==> src/rtl/light_pattern_pkg.sv <==
// Shared types for the LED pattern generator: requested modes, FSM states and bounce direction.
package light_pattern_pkg;

  typedef enum logic [1:0] {
    MODE_CALM    = 2'b00,
    MODE_SWEEP_R = 2'b01,
    MODE_SWEEP_L = 2'b10,
    MODE_BOUNCE  = 2'b11
  } mode_e;

  typedef enum logic [1:0] {
    CALM_A,
    CALM_B,
    SWEEP,
    BOUNCE
  } state_e;

  typedef enum logic {
    UP,
    DN
  } dir_e;

endpackage

==> src/rtl/light_pattern_if.sv <==
// Switch-side controls and lamp-side outputs of the pattern generator.
// LIGHT_PATTERN_WRAP_CNT_EN adds the wrap_count signal.
interface light_pattern_if #(
  parameter int NUM_LEDS = 5
);
  import light_pattern_pkg::*;

  mode_e               mode;
  logic                hold;
  logic                step_tick;
  logic [NUM_LEDS-1:0] leds;
`ifdef LIGHT_PATTERN_WRAP_CNT_EN
  logic [7:0]          wrap_count;

  modport master (output mode, hold, input step_tick, leds, wrap_count);
  modport slave  (input mode, hold, output step_tick, leds, wrap_count);
`else
  modport master (output mode, hold, input step_tick, leds);
  modport slave  (input mode, hold, output step_tick, leds);
`endif

endinterface

==> src/rtl/light_pattern_gen_prescaler.sv <==
// Free-running step prescaler: strobes once every TICK_COUNT cycles, frozen while hold is high.
module tick_prescaler #(
  parameter int TICK_COUNT = 25_000_000
) (
  input  logic clk,
  input  logic reset_n,
  input  logic hold,
  output logic step_tick
);

  localparam int               CNT_W    = (TICK_COUNT > 2) ? $clog2(TICK_COUNT) : 1;
  localparam logic [CNT_W-1:0] CNT_LAST = CNT_W'(TICK_COUNT - 1);

  logic [CNT_W-1:0] cnt_q;

  always_ff @(posedge clk or negedge reset_n) begin
    if (!reset_n) begin
      cnt_q <= '0;
    end else if (!hold) begin
      cnt_q <= (cnt_q == CNT_LAST) ? '0 : cnt_q + CNT_W'(1);
    end
  end

  // hold masks a coincident terminal count, so the step lands on the first free cycle
  assign step_tick = (cnt_q == CNT_LAST) && !hold;

endmodule

==> src/rtl/light_pattern_gen.sv <==
// LED pattern FSM (calm / sweep right / sweep left / bounce) stepped by an internal prescaler.
// Define LIGHT_PATTERN_WRAP_CNT_EN to add the saturating pattern-period counter wrap_count.
module light_pattern_gen
  import light_pattern_pkg::*;
#(
  parameter int NUM_LEDS   = 5,
  parameter int TICK_COUNT = 25_000_000
) (
  input  logic            clk,
  input  logic            reset_n,
  light_pattern_if.slave  bus
);

  localparam int                  POS_W   = $clog2(NUM_LEDS);
  localparam logic [POS_W-1:0]    POS_MAX = POS_W'(NUM_LEDS - 1);
  localparam logic [NUM_LEDS-1:0] ONE     = {{(NUM_LEDS-1){1'b0}}, 1'b1};
  localparam logic [NUM_LEDS-1:0] CENTER  = (NUM_LEDS % 2 == 1)
                                          ? (ONE << (NUM_LEDS / 2))
                                          : ({{(NUM_LEDS-2){1'b0}}, 2'b11} << (NUM_LEDS / 2 - 1));
  localparam logic [NUM_LEDS-1:0] EDGES   = {1'b1, {(NUM_LEDS-2){1'b0}}, 1'b1};

  function automatic logic [NUM_LEDS-1:0] one_hot(input logic [POS_W-1:0] p);
    return ONE << p;
  endfunction

  logic                step_tick;
  state_e              state_q, state_d;
  mode_e               mode_q, mode_d;
  dir_e                dir_q, dir_d;
  logic [POS_W-1:0]    pos_q, pos_d;
  logic [NUM_LEDS-1:0] leds_q, leds_d;

  tick_prescaler #(
    .TICK_COUNT (TICK_COUNT)
  ) u_prescaler (
    .clk       (clk),
    .reset_n   (reset_n),
    .hold      (bus.hold),
    .step_tick (step_tick)
  );

  always_ff @(posedge clk or negedge reset_n) begin
    if (!reset_n) begin
      state_q <= CALM_A;
      mode_q  <= MODE_CALM;
      dir_q   <= UP;
      pos_q   <= '0;
      leds_q  <= CENTER;
    end else begin
      state_q <= state_d;
      mode_q  <= mode_d;
      dir_q   <= dir_d;
      pos_q   <= pos_d;
      leds_q  <= leds_d;
    end
  end

  always_comb begin
    state_d = state_q;
    mode_d  = mode_q;
    dir_d   = dir_q;
    pos_d   = pos_q;
    leds_d  = leds_q;
    if (step_tick) begin
      if (bus.mode != mode_q) begin
        // A new mode only loads its start pattern; advancing resumes on the following step
        mode_d = bus.mode;
        dir_d  = UP;
        unique case (bus.mode)
          MODE_CALM:    begin state_d = CALM_A; pos_d = '0;      end
          MODE_SWEEP_R: begin state_d = SWEEP;  pos_d = POS_MAX; end
          MODE_SWEEP_L: begin state_d = SWEEP;  pos_d = '0;      end
          default:      begin state_d = BOUNCE; pos_d = '0;      end
        endcase
      end else begin
        unique case (state_q)
          CALM_A: state_d = CALM_B;
          CALM_B: state_d = CALM_A;
          SWEEP: begin
            if (mode_q == MODE_SWEEP_R) pos_d = (pos_q == '0) ? POS_MAX : pos_q - POS_W'(1);
            else                        pos_d = (pos_q == POS_MAX) ? '0 : pos_q + POS_W'(1);
          end
          default: begin
            // Turn around on the end lamp itself so it is never lit on two consecutive steps
            if (dir_q == UP) begin
              if (pos_q == POS_MAX) begin dir_d = DN; pos_d = POS_MAX - POS_W'(1); end
              else                        pos_d = pos_q + POS_W'(1);
            end else begin
              if (pos_q == '0) begin dir_d = UP; pos_d = POS_W'(1); end
              else                   pos_d = pos_q - POS_W'(1);
            end
          end
        endcase
      end
      leds_d = (state_d == CALM_A) ? CENTER :
               (state_d == CALM_B) ? EDGES  : one_hot(pos_d);
    end
  end

  assign bus.step_tick = step_tick;
  assign bus.leds      = leds_q;

`ifdef LIGHT_PATTERN_WRAP_CNT_EN
  logic       mode_chg;
  logic       wrap_evt;
  logic [7:0] wrap_q;

  always_comb begin
    mode_chg = step_tick && (bus.mode != mode_q);
    wrap_evt = 1'b0;
    if (step_tick && !mode_chg) begin
      unique case (state_q)
        CALM_A:  wrap_evt = 1'b0;
        CALM_B:  wrap_evt = 1'b1;
        SWEEP:   wrap_evt = (mode_q == MODE_SWEEP_R) ? (pos_q == '0) : (pos_q == POS_MAX);
        default: wrap_evt = (dir_q == DN) && (pos_q == POS_W'(1));
      endcase
    end
  end

  always_ff @(posedge clk or negedge reset_n) begin
    if (!reset_n) begin
      wrap_q <= '0;
    end else if (mode_chg) begin
      wrap_q <= '0;
    end else if (wrap_evt && (wrap_q != 8'hFF)) begin
      wrap_q <= wrap_q + 8'd1;
    end
  end

  assign bus.wrap_count = wrap_q;
`endif

endmodule
==> src/flat_wrapper.sv <==
// flat-port wrapper written by rule: the top's interface ports become plain ports
module light_pattern_gen_flat import light_pattern_pkg::*;
#(
  parameter int NUM_LEDS   = 5,
  parameter int TICK_COUNT = 25_000_000
)
  (clk, reset_n, bus_mode, bus_hold, bus_step_tick, bus_leds);
  light_pattern_if #(.NUM_LEDS(NUM_LEDS)) bus_i ();
  input  logic clk;
  input  logic reset_n;
  input wire logic [$bits(bus_i.mode)-1:0] bus_mode;
  input wire logic [$bits(bus_i.hold)-1:0] bus_hold;
  output wire logic [$bits(bus_i.step_tick)-1:0] bus_step_tick;
  output wire logic [$bits(bus_i.leds)-1:0] bus_leds;
  assign bus_i.mode = bus_mode;
  assign bus_i.hold = bus_hold;
  assign bus_step_tick = bus_i.step_tick;
  assign bus_leds = bus_i.leds;
  light_pattern_gen #(.NUM_LEDS(NUM_LEDS), .TICK_COUNT(TICK_COUNT)) u_core (.clk(clk), .reset_n(reset_n), .bus(bus_i));
endmodule
==> config.mk <==
export PLATFORM = sky130hd
export DESIGN_NAME = light_pattern_gen_flat
export DESIGN_NICKNAME = d
export VERILOG_FILES = /design/src/rtl/light_pattern_pkg.sv /design/src/rtl/light_pattern_if.sv /design/src/rtl/light_pattern_gen_prescaler.sv /design/src/rtl/light_pattern_gen.sv /design/src/flat_wrapper.sv
export SDC_FILE = /design/constraint.sdc
export NUM_CORES = 1
export LEC_CHECK = 0
export CAP_MARGIN = 20
export CORE_ASPECT_RATIO = 1.25
export CORE_MARGIN = 5
export CORE_UTILIZATION = 60
export CTS_CLUSTER_DIAMETER = 60
export DETAILED_ROUTE_END_ITERATION = 7
export PLACE_DENSITY_LB_ADDON = 0.05
export SYNTH_ARGS = -nofsm -noshare
export SYNTH_HDL_FRONTEND = slang
export SYNTH_HIERARCHICAL = 1
export SYNTH_SLANG_ARGS = --single-unit
==> constraint.sdc <==
create_clock -name clk -period 6.92 [get_ports clk]
set_input_delay 1.384 -clock clk [delete_from_list [all_inputs] [get_ports clk]]
set_output_delay 1.384 -clock clk [all_outputs]
set_load 0.05 [all_outputs]
# Word-level counts from Yosys, hierarchy flattened
# Cells that the tools add are included.
[word_totals]
in_bits = 5
output_inout_bits = 6
wordCells = 53
regBits = 38
[classes]
n_shift = 1
muxes = 22
n_reduce_logical = 11
eq_ne = 10
addsub = 3
[op_table]
columns = ["operator", "count"]
rows = [
  ["2-to-1 mux 3 bit", 9],
  ["adder 25 x 1 -> 25 bit (second input constant)", 1],
  ["equality test 25 bit (second input constant)", 1],
  ["2-to-1 mux 25 bit", 1],
  ["2-to-1 mux 5 bit", 2],
  ["equality test 2 x 1 -> 1 bit (second input constant)", 4],
  ["case mux 2 bit (2 select lines)", 2],
  ["logical NOT 2 bit", 3],
  ["case mux 3 bit (2 select lines)", 1],
  ["2-to-1 mux 1 bit", 5],
  ["<< shifter 1 x 3 -> 5 bit (first input constant)", 1],
  ["equality test 2 bit (second input constant)", 2],
  ["2-to-1 mux 2 bit", 2],
  ["AND reduction 2 bit", 2],
  ["OR reduction 2 bit", 2],
  ["adder 3 x 1 -> 3 bit (second input constant)", 1],
  ["equality test 3 bit (second input constant)", 1],
  ["logical NOT 3 bit", 1],
  ["OR reduction 3 bit", 1],
  ["subtractor 3 x 1 -> 3 bit (second input constant)", 1],
  ["!= test 2 x 1 -> 1 bit (second input constant)", 1],
  ["!= test 2 bit", 1],
  ["logical AND 1 bit", 1],
  ["logical NOT 1 bit", 1],
]

# Depth between registers and ports, before layout
[logic_depth]
depth_word = 9
mapped_depth = 10
mapped_depth_nobuf = 10

# Cells and area by module
# Netlist, hierarchy kept.
[by_module_without_submodules]
columns = ["module", "area_each_um2", "seq_area_each_um2", "instances", "cells_per_inst"]
rows = [
  ["tick_prescaler", 1380.1, 625.6, 1, 141],
  ["light_pattern_gen", 1014.7, 326.6, 1, 113],
]

# Worst setup path after synthesis
# OpenSTA, ideal clock, no wires.
[synth_timing]
path_type = "input -> register"
start = "input port bus_hold"
end = "register u_core.leds_q[4], in the netlist u_core/bus.leds[4]"
cell_stages = 8
n_path_buf = 0
path_slack_ns = 2.186
t_arrival_ns = 4.612
t_required_ns = 6.798
setup_ns = 0.122
path_cell_list = "or3_1 -> nor3_1 -> clkinv_1 -> a31oi_1 -> o311ai_0 -> a21boi_1 -> a41oi_1 -> nor2_1"
[synth_via]
elab_chain_cells = 2
[synth_lines]
columns = ["item", "line_no", "text"]
rows = [
  ["from (decl)", "flat_wrapper.sv:12", "input wire logic [$bits(bus_i.hold)-1:0] bus_hold;"],
  ["logical NOT 1 bit", "light_pattern_gen_prescaler.sv:25", "assign step_tick = (cnt_q == CNT_LAST) && !hold;"],
  ["logical AND 1 bit", "light_pattern_gen_prescaler.sv:25", ""],
  ["via bus_step_tick", "flat_wrapper.sv:13", "output wire logic [$bits(bus_i.step_tick)-1:0] bus_step_tick;"],
  ["to (signal assigned)", "light_pattern_gen.sv:54", "leds_q <= leds_d;"],
  ["to (decl)", "light_pattern_gen.sv:31", "logic [NUM_LEDS-1:0] leds_q, leds_d;"],
]
# The timed path passes the listed nets, and every way through them passes these cells.
# A chain may end at the register's enable or synchronous reset.

# Final worst setup path
[layout_timing]
start = "input port bus_hold"
end = "output port bus_step_tick"
[layout_via]
elab_chain_cells = 2
[layout_lines]
columns = ["item", "line_no"]
rows = [
  ["logical NOT 1 bit", "light_pattern_gen_prescaler.sv:25"],
  ["logical AND 1 bit", "light_pattern_gen_prescaler.sv:25"],
  ["to (decl)", "flat_wrapper.sv:13"],
]
# Every way passes these cells.

==> impl_metrics.yaml <==
placed_design:
  hpwlAfterDp_mm: 3.48
  place_congestion: 0.832
  io_buffers: 10
  dpl_worst_slack_ns: 1.85
critical_path:
  worst_path_most_repeated_cell: "clkdlybuf4s50_1"
  cp_max_fo: 14
  cp-end-kind: "primary output"
  worstPathRequired_ns: 5.54
  critPathSlowestCell: "clkdlybuf4s50_1"
  critical_path_arrival_ns: 3.69
  slowest_delay_ns: 0.82
  startpoint_type: "input pin"
  cp_top_family: "buffers and inverters"
  crit_type: "input pin to primary output"
  worst-path-buf-inv: 3
  path_cells: "clkdlybuf4s50_1 -> or3_1 -> nor3_1 -> buf_4 -> clkdlybuf4s50_1"
power:
  cellPowerDensity_nw_per_um2: 234
  ir_drop_mv: 0.215
  p_leak_nw: 1.06
drt:
  vias: 1893
  via_per_inst: 6.01
  finalWirelength_mm: 4.89
  drtPass1Iterations: 4
  drt_first_iter_violations: 97
  wl_per_cell_um: 15.5
  drcViolationCount: 0
  ant_nets: 0
global_routing:
  grt_pass1_vias: 1843
  antenna_found_initial: 0
  grt_overflow_total: 0
  grt_max_degree: 39
  grt_usage_pct: 20.9
  grt_pass1_wl_mm: 8.50
logic_synthesis:
  synth_seq_cells: 38
  seq_area_frac_synth_pct: 39.8
  postSynthCellCount: 254
  synth_fp_nets: 267
  synth_area_um2: 2390
  synth_cell_types: 69
  ys_warn_count: 6
  async_flop_share_pct: 100
  synthesis.area_per_instance_um2: 9.43
  ys.flop_type: "dfrtp_1"
  synth_edf_count: 0
cells_and_area:
  final_nets: 273
  final_util_pct: 69.2
  layout_common_cells: "37 x dfrtp_1, 26 x nand2_1, 19 x nor2_1"
  antenna_cells: 0
  final_common_cell: "dfrtp_1"
  area_growth_syn_to_layout_pct: 10.3
  drive_gt1_share_pct: 11.9
clock_tree:
  clkLatencyLatePin_ns: 0.29
  cts_sinks: 38
  post_cts_resized: 0
  cts_setup_buffers: 0
  cts_tree: "built"
  cts_root_buf: "clkbuf_8"
  cts_buffers: 5
  clk_pin_slew_ns: 0.07
  cts_hold_buffers: 0
  h-tree-depth: 2
  clk_path_buf_depth: 2
timing:
  finalSetupViolCount: 0
  drv_slew: 0
  tns_ns: 0
  fmax_mhz: 197
  period_minus_slack_ns: 5.08
  grt_setup_unrepaired: "false"
  slew_headroom_pct: 45.9
  holdWs_ns: 0.481
  worst_slack_ns: 1.84
  finClkSkew_ns: 0.00574
  hold_violations: 0
  worstMarginPinSlew_ns: 0.811
  period_share_pct: 73.4
die:
  ioPinCount: 11
  core_area_um2: 3820
  die_h_um: 80.6
  rows: 25
  start_util_pct: 62.8
  dieArea_um2: 5360
  die_x_um: 66.5
flow_run:
  cap_violations: 0
status:
  status: "finished clean"
min_path:
  hold_path.class: "flip-flop to flip-flop"
area by class of cell:
cell class / count / area (µm²)
Clock buffer: 6 / 82.6
Inverter: 10 / 37.5
Fill cell: 317 / 1170
Clock inverter: 2 / 60.1
Tap cell: 54 / 67.6
Timing Repair Buffer: 11 / 103
Sequential cell: 38 / 952
Multi-Input combinational cell: 194 / 1340
flip-flops by register name (all words and copies together) (netlist names):
signal                    flops
u_core/u_prescaler/cnt_q     25
u_core/mode_q                 2
u_core/pos_q                  3
u_core/bus.leds               5
u_core/dir_q                  1
u_core/state_q                2
report_power, final:
group	total (W)	internal (W)	switching, W
logic	0.000105	0.0000422	0.0000624
clock network	0.000229	0.000154	0.0000757
registers	0.000285	0.000248	0.0000374
total	0.000619	0.000444	0.000175
final timing paths:
check | from | end | slack [ns] | depth (start not counted)
max in group asynchronous | reset_n | u_core/u_prescaler/cnt_q[20] | 5.23 | 1
worst max register to register | u_core/u_prescaler/cnt_q[7] | u_core/bus.leds[4] | 3.88 | 10
worst min-delay path | u_core/bus.leds[2] | u_core/bus.leds[2] | 0.48 | 1
worst max-delay path | bus_hold | bus_step_tick | 1.84 | 5
min in group asynchronous | reset_n | u_core/u_prescaler/cnt_q[14] | 1.18 | 1
worst min register to register | u_core/bus.leds[2] | u_core/bus.leds[2] | 0.48 | 1
logic make-up after synthesis:
kind of cell	share of synthesized area, %
buf+inv	4.28
simple gates	28.7
compound gates	16.2
xor+xnor	5.49
fa+ha+maj	4.18
mux	1.36
flops	39.8
layer usage:
layer	up-vias	GRT usage (%)	wire, µm
met3	4	4.76	130
met1	918	24.2	2050
li1	941	-	-
met4	0	7.93	52
met2	30	36.8	2650
met5	-	0	0
through the flow:
stage / instances / total power (W) / area, µm²
6_report: 315 / 0.000619 / 2640
5_1_grt: 315 / 0.000652 / 2640
4_1_cts: 315 / 0.000625 / 2640
3_5_place_dp: 307 / 0.000390 / 2500
3_3_place_gp: 307 / 0.000387 / 2500
2_1_floorplan: 254 / 0.000360 / 2390
synthesized netlist by cell type, types with 2 or more instances:
cell type,count,area share (%)
nor2_1,19,3.0
and4_1,2,0.73
xor2_1,6,2.2
nand2b_1,4,1.0
or3_1,6,1.6
nor2b_1,4,1.0
xnor2_1,9,3.3
or4_4,2,0.94
buf_2,3,0.63
mux2_2,2,0.94
and3_1,3,0.78
nand2_1,26,4.1
o31ai_1,8,2.5
dfrtp_1,37,39
a31oi_1,2,0.52
ha_1,8,4.2
nand4_1,6,1.6
a21oi_1,9,1.9
clkbuf_2,4,0.84
o21ai_0,8,1.7
nand4b_1,2,0.73
nor3_1,7,1.5
nand3_2,2,0.84
clkbuf_1,3,0.47
inv_1,9,1.4
nand3_1,8,1.7
nor4_1,4,1.0
o221ai_1,2,0.73
or4_1,6,1.9
o21ai_1,2,0.42
a22o_1,3,1.1
Note: power is estimated with default switching activity, not from simulation.
==> variant, RTL diff (same settings) <==
Encoding of `state_e`: now one-hot (4 bits for 4 states).
--- a/src/rtl/light_pattern_pkg.sv
+++ b/src/rtl/light_pattern_pkg.sv
@@ -10,7 +10,7 @@
 
-  typedef enum logic [1:0] {
-    CALM_A,
-    CALM_B,
-    SWEEP,
-    BOUNCE
+  typedef enum logic [3:0] {
+    CALM_A = 4'b0001,
+    CALM_B = 4'b0010,
+    SWEEP  = 4'b0100,
+    BOUNCE = 4'b1000
   } state_e;
Behaviour: same outputs for any inputs over 10 cycles, from zero or initial values and one cycle with reset_n low; not proved beyond that.
==> variant against the original RTL <==
  * Sequential share of layout area about the same
  * Sequential cell count increased by 2
  * Register-to-register slack improved by 0.33 ns
  * Non-clock buffer count unchanged
  * Fmax shrank 1.5%
  * Routed wire length rose by 6.5%
  * Total power is 0.57% lower
  * Synthesized area rose by 6.8%
  * Setup slack worse by 0.075 ns
  * Critical endpoint unchanged
  * Combinational power grew 7%
  * Cell area up 5.4%
  * Cell count up 4.4%
==> variant: results <==
export IMPL_run_status="finished clean"
export IMPL_nNetsFinal=284
export IMPL_use_met3_pct=3.78
export IMPL_routed_top_layer="met4"
export IMPL_wl_met1_mm=2.18
export IMPL_total_power_mw=0.616
export IMPL_route_met2_wl_mm=2.83
export IMPL_met1_usage_pct=24.2
export IMPL_cts_buffers=5
export IMPL_dp_cells=321
export IMPL_grt_usage_pct=20.5
export IMPL_pg_clk_mw=0.206
export IMPL_synth_cells=269
export IMPL_placed_area_um2=2660
export IMPL_ys_seq_area_share_pct=39.2
export IMPL_slowest_delay_ns=0.84
export IMPL_grt_pass1_vias=1930
export IMPL_pre_cts_ws_ns=1.78
export IMPL_syn_num_nets=281
export IMPL_post_synth_main_area_contributors="dfrtp_1 37%, ha_1 3.4%, xnor2_1 3.4%"
export IMPL_synth_distinct_cells=65
export IMPL_gr_usage_met2_pct=35.4
export IMPL_grt_pass1_wl_mm=9.07
export IMPL_wl_met3_um=111
export IMPL_critPathArrivalTime_ns=3.77
export IMPL_p_switching_mw=0.181
export IMPL_seq_power_mw=0.297
export IMPL_critPathTopFamily="buffers and inverters"
export IMPL_static_leakage_power_nw=1.11
export IMPL_layout_drive_gt1_share_pct=14.3
export IMPL_place_congestion=0.869
export IMPL_crit_fanout=21
export IMPL_wl_per_cell_um=15.8
export IMPL_drt_vias_per_instance=6.06
export IMPL_finClkSkew_ns=0.00894
export IMPL_synth_common_cells="38 x dfrtp_1, 22 x nand2_1, 13 x a21oi_1, 13 x nor2_1, 11 x o21ai_0"
export IMPL_relSlewSlack_pct=41.4
export IMPL_drt_iter0_markers=140
export IMPL_worst_ir_drop_vdd_mv=0.217
[variant: cell count changes in the layout (fill, tap and decap cells not counted), sizes merged, moves of 2 or more]
cell / before / now
nand2: 27 / 23
nor2: 21 / 13
nand2b: 4 / 9
nor4bb: 0 / 2
mux2: 2 / 7
a21boi: 2 / 0
a21oi: 10 / 16
o21ai: 10 / 14
nor2b: 5 / 1
nand4: 6 / 8
nor3b: 0 / 2
or3: 6 / 8
[variant: cell type report]
type,count,area [um^2]
Clock buffer,7,96.3
Inverter,10,37.5
Timing Repair Buffer,11,103
Tap cell,56,70.1
Clock inverter,1,30.0
Multi-Input combinational cell,204,1450
Sequential cell,40,1000
Fill cell,360,1310
[variant: cell families after synthesis]
group           after synthesis  share of synthesized area [%]
flops                        40                           39.2
xor+xnor                     16                           5.48
fa+ha+maj                     7                           3.42
simple gates                115                           28.1
mux                           7                           3.08
buf+inv                      25                           4.45
compound gates               59                           16.2
[variant: path summary, 6_finish.rpt]
check	start	endpoint	slack [ns]	cells after the start
setup / recovery	bus_hold	bus_step_tick	1.77	5
hold / removal	u_core/u_prescaler/cnt_q[17]$_DFFE_PN0N_	u_core/u_prescaler/cnt_q[17]$_DFFE_PN0N_	0.50	1
setup reg to reg	u_core/u_prescaler/cnt_q[17]$_DFFE_PN0N_	u_core/bus.leds[0]$_DFFE_PN0P_	4.21	7
hold reg to reg	u_core/u_prescaler/cnt_q[17]$_DFFE_PN0N_	u_core/u_prescaler/cnt_q[17]$_DFFE_PN0N_	0.50	1
max in group asynchronous	reset_n	u_core/pos_q[1]$_DFFE_PN0P_	5.16	1
min in group asynchronous	reset_n	u_core/u_prescaler/cnt_q[10]$_DFFE_PN0N_	1.21	1
